[src/rtl/hazard_ctrl_pkg.sv]
// Shared core constants and hazard-controller state encoding.
// The enum is the trace-visible view; the localparams are what the FSM logic compares against.
package hazard_ctrl_pkg;

    localparam int XLEN = 32;
    localparam int REGW = 5;

    localparam logic [REGW-1:0] REG_ZERO = 5'd0;

    typedef enum logic [1:0] {
        HS_RUN       = 2'd0,
        HS_HOLD      = 2'd1,
        HS_HOLD_PEND = 2'd2
    } hazard_state_e;

    localparam logic [1:0] ST_RUN       = HS_RUN;
    localparam logic [1:0] ST_HOLD      = HS_HOLD;
    localparam logic [1:0] ST_HOLD_PEND = HS_HOLD_PEND;

endpackage

[src/rtl/event_counter.sv]
// Free-running event counter: counts enabled cycles, wraps modulo 2^WIDTH.
module event_counter #(
    parameter int WIDTH = 32
) (
    input  logic             clk_i,
    input  logic             rst_i,
    input  logic             en_i,
    output logic [WIDTH-1:0] cnt_o
);

    logic [WIDTH-1:0] cnt_q;
    logic [WIDTH-1:0] cnt_d;

    always_comb begin
        cnt_d = en_i ? cnt_q + WIDTH'(1) : cnt_q;
    end

    // NOTE: registers use non-blocking assignment so every flop samples pre-edge values.
    always_ff @(posedge clk_i) begin
        if (!rst_i) begin
            cnt_q <= '0;
        end else begin
            cnt_q <= cnt_d;
        end
    end

    assign cnt_o = cnt_q;

endmodule

[src/rtl/hazard_ctrl.sv]
// Pipeline hazard controller: load-use stalls, EX branch redirects, memory freeze
// with deferred replay of a redirect that arrives while frozen, plus event counters.
module hazard_ctrl
    import hazard_ctrl_pkg::*;
#(
    parameter int XLEN = hazard_ctrl_pkg::XLEN,
    parameter int REGW = hazard_ctrl_pkg::REGW
) (
    input  logic            clk_i,
    input  logic            rst_i,
    input  logic [REGW-1:0] id_rs1_i,
    input  logic [REGW-1:0] id_rs2_i,
    input  logic            id_use_rs1_i,
    input  logic            id_use_rs2_i,
    input  logic            ex_memread_i,
    input  logic [REGW-1:0] ex_rd_i,
    input  logic            branch_taken_i,
    input  logic [XLEN-1:0] branch_target_i,
    input  logic            mem_stall_i,
    output logic            pc_write_o,
    output logic            pc_redirect_o,
    output logic [XLEN-1:0] redirect_pc_o,
    output logic            if_id_stall_o,
    output logic            if_id_flush_o,
    output logic            id_ex_flush_o,
    output logic            pipe_hold_o,
    output logic [31:0]     stall_cnt_o,
    output logic [31:0]     flush_cnt_o
);

    logic [1:0]      state_q, state_d;
    logic [XLEN-1:0] pend_pc_q, pend_pc_d;
    logic            load_use;

    assign load_use = ex_memread_i && (ex_rd_i != REGW'(REG_ZERO)) &&
                      ((id_use_rs1_i && (id_rs1_i == ex_rd_i)) ||
                       (id_use_rs2_i && (id_rs2_i == ex_rd_i)));

    // NOTE: every output and next-state signal gets a default first so no latch is inferred.
    always_comb begin
        state_d       = ST_RUN;
        pend_pc_d     = pend_pc_q;
        pc_write_o    = 1'b1;
        pc_redirect_o = 1'b0;
        redirect_pc_o = pend_pc_q;
        if_id_stall_o = 1'b0;
        if_id_flush_o = 1'b0;
        id_ex_flush_o = 1'b0;
        pipe_hold_o   = 1'b0;

        if (!rst_i) begin
            state_d = ST_RUN;
        end else if (mem_stall_i) begin
            pc_write_o    = 1'b0;
            if_id_stall_o = 1'b1;
            pipe_hold_o   = 1'b1;
            // Only the first redirect seen during a freeze is kept.
            if (state_q == ST_HOLD_PEND) begin
                state_d = ST_HOLD_PEND;
            end else if (branch_taken_i) begin
                pend_pc_d = branch_target_i;
                state_d   = ST_HOLD_PEND;
            end else begin
                state_d = ST_HOLD;
            end
        end else if (state_q == ST_HOLD_PEND) begin
            pc_redirect_o = 1'b1;
            if_id_flush_o = 1'b1;
            id_ex_flush_o = 1'b1;
        end else if (branch_taken_i) begin
            pc_redirect_o = 1'b1;
            redirect_pc_o = branch_target_i;
            if_id_flush_o = 1'b1;
            id_ex_flush_o = 1'b1;
        end else if (load_use) begin
            pc_write_o    = 1'b0;
            if_id_stall_o = 1'b1;
            id_ex_flush_o = 1'b1;
        end
    end

    always_ff @(posedge clk_i) begin
        if (!rst_i) begin
            state_q   <= ST_RUN;
            pend_pc_q <= '0;
        end else begin
            state_q   <= state_d;
            pend_pc_q <= pend_pc_d;
        end
    end

    event_counter #(.WIDTH(32)) u_stall_cnt (
        .clk_i (clk_i),
        .rst_i (rst_i),
        .en_i  (!pc_write_o),
        .cnt_o (stall_cnt_o)
    );

    event_counter #(.WIDTH(32)) u_flush_cnt (
        .clk_i (clk_i),
        .rst_i (rst_i),
        .en_i  (if_id_flush_o),
        .cnt_o (flush_cnt_o)
    );

endmodule

[config.mk]
export PLATFORM = sky130hd
export DESIGN_NAME = hazard_ctrl
export DESIGN_NICKNAME = d
export VERILOG_FILES = /design/src/rtl/hazard_ctrl_pkg.sv /design/src/rtl/event_counter.sv /design/src/rtl/hazard_ctrl.sv
export SDC_FILE = /design/constraint.sdc
export NUM_CORES = 1
export LEC_CHECK = 0
export ABC_AREA = 1
export CORE_UTILIZATION = 53
export DETAILED_ROUTE_END_ITERATION = 7
export PLACE_DENSITY_LB_ADDON = 0.1
export SLEW_MARGIN = 10
export SYNTH_ARGS = -nofsm -noshare
export SYNTH_HDL_FRONTEND = slang
export SYNTH_SLANG_ARGS = --single-unit
[constraint.sdc]
create_clock -name clk_i -period 4.1 [get_ports clk_i]
set_input_delay 0.615 -clock clk_i [delete_from_list [all_inputs] [get_ports clk_i]]
set_output_delay 0.615 -clock clk_i [all_outputs]
set_load 0.05 [all_outputs]
; ---- Yosys cells after proc, flatten, opt, wreduce, memory -nomap -nowiden
; Index checks and enable logic that the tools add are counted.
; Widths: inputs -> output; s select.
[totals]
in_bits = 54
ff_bits = 98
word_cells = 46
out_inout_bits = 102
[classes]
n_addsub = 2
mux = 26
n_reduce_logical = 8
n_eq_ne = 3
bitwise_logic = 2
[ops]
columns = op, count
row1 = $mux 32, 4
row2 = $add 32x1->32 const B, 2
row3 = $mux 1, 20
row4 = $eq 5x5->1, 2
row5 = $reduce_bool 5->1, 1
row6 = $logic_and 1x1->1, 4
row7 = $mux 2, 2
row8 = $reduce_or 3->1, 1
row9 = $eq 2x2->1 const B, 1
row10 = $not 1->1, 2
row11 = $reduce_and 2->1, 1
row12 = $logic_or 1x1->1, 1

; ---- Logic depth before layout (Yosys ltp)
[logic_depth]
ltp_word = 9
depth_mapped = 11
mapped_depth_nobuf = 11

; ---- Hierarchy
; A second synthesis with hierarchy kept.
[unflattened]
hier_cells = 843
hier_area_um2 = 5485.3
[by_module_without_submodules]
columns = mod, n_inst, cells_each, seq_area_each_um2, area_each_um2
row1 = event_counter, 2, 260, 640.6, 1750.4
row2 = hazard_ctrl, 1, 323, 680.7, 1984.4

; ---- Worst setup path after synthesis
; No wires, ideal clock.
[synth_timing]
path_type = input-to-output
from = in rst_i
to = out redirect_pc_o[25]
slack_ns = 1.229
stages = 6
path_buffers = 2
arrival_ns = 2.256
path_cell_list = buf_4 inv_2 nor2_4 inv_2 clkbuf_1 o21ai_0
[synth_between]
elab_chain_len = 1
[synth_lines]
columns = element, line
row1 = "start, declared", hazard_ctrl.sv:10  ; input logic rst_i,
row2 = $mux 32, hazard_ctrl.sv:51  ; if (!rst_i) begin
row3 = "end, declared", hazard_ctrl.sv:22  ; output logic [XLEN-1:0] redirect_pc_o,
; No other way between the ends.

; ---- Final worst setup path
[layout_timing]
from = in rst_i
to = out redirect_pc_o[15]
; The elaborated chain is that of the path after synthesis.

==> summary.txt <==
status - finished, final reports clean
Max clock buf depth - 2
Crit path largest cell delay - 0.66 ns
max-slew violations - 0
Top Metal Used - met4
Max FO, Critical Path - 96
Final period util - 78.60%
# diodes - 0
critical path data arrival time - 2.61 ns
#FFs+latches synth - 98
Initial Util - 54.65%
WS Path Type - in2out
# resized after CTS - 0
IO Pins - 156
# nets final - 1,163
crit-path cells - clkdlybuf4s50_1 -> inv_2 -> nor2_4 -> inv_2 -> buf_12 -> o21ai_0 -> buf_12
via/cell ratio - 5.296
Port Buffers - 155
DR iter-0 viols - 423
CTS sink count - 98
Yosys top cell area share - 32.97%
Hold Fails Final Rpt - 0
Skew-Pair Late Insertion Delay - 0.37 ns
Fill cells - 912
Setup TNS - 0 ns
Synth area leaders - dfxtp_1, nand2_1, o21ai_0
Crit. End Element - primary output
area of the multi-input gates - 3436 sq um
first-pass GRT wire length - 26.91 mm
Slowest cell on crit path - clkdlybuf4s50_1
Syn Area/Cell - 6.110 sq um
achievable frequency - 0.3103 GHz
Top delay family on crit path - buffers and inverters
number of remaining DRC errors - 0
Tot GR Track Use - 29.01%
drt wl/cell - 13.35 um
area grow syn2layout - 36.61%
largest net degree at the start of global routing - 97
pwr/cell area - 268.4 nW/um^2
VDD IR max - 150.5 uV
CTS tree - built
flip-flop and latch area - 1962 sq um
Max Clock Skew - 0.009559 ns
die width - 108.0 um
crit path time final - 3.223 ns
Post-CTS Setup Bufs - 0
slack of the worst reg-to-reg path - 2.13 ns
Lkg Pwr - 3.086 nW
slew margin rel. - 53.42%
Cell Area, Synth - 5951 sq um
Max Cap Violations - 0
RSZ-0062 raised after global routing - false
routed wl met2 - 8.337 mm
H-Tree Level Count - 3
CTS buffer count - 9
Hold Buf Count CTS - 0
vias in the first global route - 5,764
clk root buf - clkbuf_8
die height - 108.0 um
GR Overflow Total - 0
# setup viols final - 0
post-synth cell types - 29
Detailed Route WL - 16.71 mm
Synth Net Count - 1,030
worst endpoint required time - 3.48 ns
Least-Margin Pin Slew - 0.6987 ns
DRT antenna net count - 0
via count - 6,630
initial antenna violation count - 0
standard-cell rows - 38
startpoint types - input pin
Tot Pwr - 2.182 mW
gpl congestion - 0.9149
WL met1 - 6.876 mm
full die area - 11,660 sq um
Post-Synthesis Cells - 974
1st-pass router iterations - 5
cell taking the most area after synthesis - dfxtp_1
clock transition at the registers of the reported paths - 0.10 ns
Hold Path Class - reg2reg
Ys Warns - 0
CP bufs+invs - 5
DPL Wire Length - 12.10 mm
core box area - 10,890 sq um
share of layout cells above drive strength 1 - 7.734%
met3 WL - 971 um
register area share after synthesis - 32.97%
## cell type report
class	instances	area share [%]
clock buffers	11	1.862
clock inverters	5	0.7388
inverters	98	4.525
multi-input cells	736	42.27
flip-flops and latches	98	24.13
well taps	140	2.155
repair buffers	164	24.32
## per-stage QoR
stage	worst slack, ns	hold slack (ns)	cell area (sq um)	util [%]	std cells
floorplan	1.229	0.4717	5951	-	974
global placement	0.9664	0.4746	7918	72.72	1236
detailed placement	0.9238	0.4826	7918	72.72	1236
CTS	0.9172	0.4975	8129	74.66	1252
global route	0.7429	0.5229	8129	74.66	1252
finish	0.8773	0.4966	8129	74.66	1252
## tightest hold or removal path, stage by stage, from the launching register on
cell	delay (ns)
dfxtp_1	0.34
nand2_1	0.06
a21oi_1	0.06
## report_power, final
part	internal, mW	leakage [nW]	switching, mW
combinational	0.221	2.18	0.297
sequential	0.977	0.795	0.0199
clock	0.318	0.106	0.349
total	1.52	3.09	0.665
## synth_stat cells, drive strengths merged
library cell	n
nand2	341
nand3b	19
buf	16
and3	1
a21oi	54
o22ai	32
nor3	25
o21ai	72
xor2	20
nor2	102
nand4	7
ha	2
o21a	1
inv	98
xnor2	6
clkbuf	26
nand3	52
a211oi	2
dfxtp	98
## final timing paths
| check | start | to | cells past startpoint |
|---|---|---|---|
| min | u_flush_cnt.cnt_o[30] | u_flush_cnt.cnt_o[30] | 2 |
| max reg2reg | u_stall_cnt.cnt_o[0] | u_stall_cnt.cnt_o[30] | 10 |
| max | rst_i | redirect_pc_o[15] | 7 |
| min reg2reg | u_flush_cnt.cnt_o[30] | u_flush_cnt.cnt_o[30] | 2 |
## state kept, by name, summed over array words and instances, names as in the netlist
name and count:
pend_pc_q 32, u_stall_cnt.cnt_o 32, u_flush_cnt.cnt_o 32, state_q 2
## layer usage
metal | vias to the layer above | GRT usage (%)
met5 | - | 0
met4 | 0 | 12.62
met3 | 43 | 4.280
met2 | 230 | 49.68
met1 | 2959 | 36.09
li1 | 3398 | -
## layout by cell type, fill, tap and decap left out, types with 2 or more instances in the layout
master             n
nand2_1          337
clkdlybuf4s50_1  118
a21oi_2            2
xnor2_1            6
buf_12            36
inv_1             91
ha_1               2
o21ai_0           72
clkbuf_8          11
dfxtp_1           98
buf_4             10
nand3b_1          19
nand4_1            7
o22ai_1           32
a21oi_1           52
nand3_1           50
inv_2              7
a211oi_1           2
nor2_1            94
xor2_1            20
nor2_2             3
nor3_1            24
nand2_2            3
nand3_2            2
nor2_4             5
## cell families after synthesis
logic type      share of synthesized area, %
buf+inv                                9.336
xor+xnor                               3.827
fa+ha+maj                             0.4205
compound gates                         14.47
simple gates                           38.98
flops                                  32.97
Note: power is estimated with default switching activity, not from simulation.
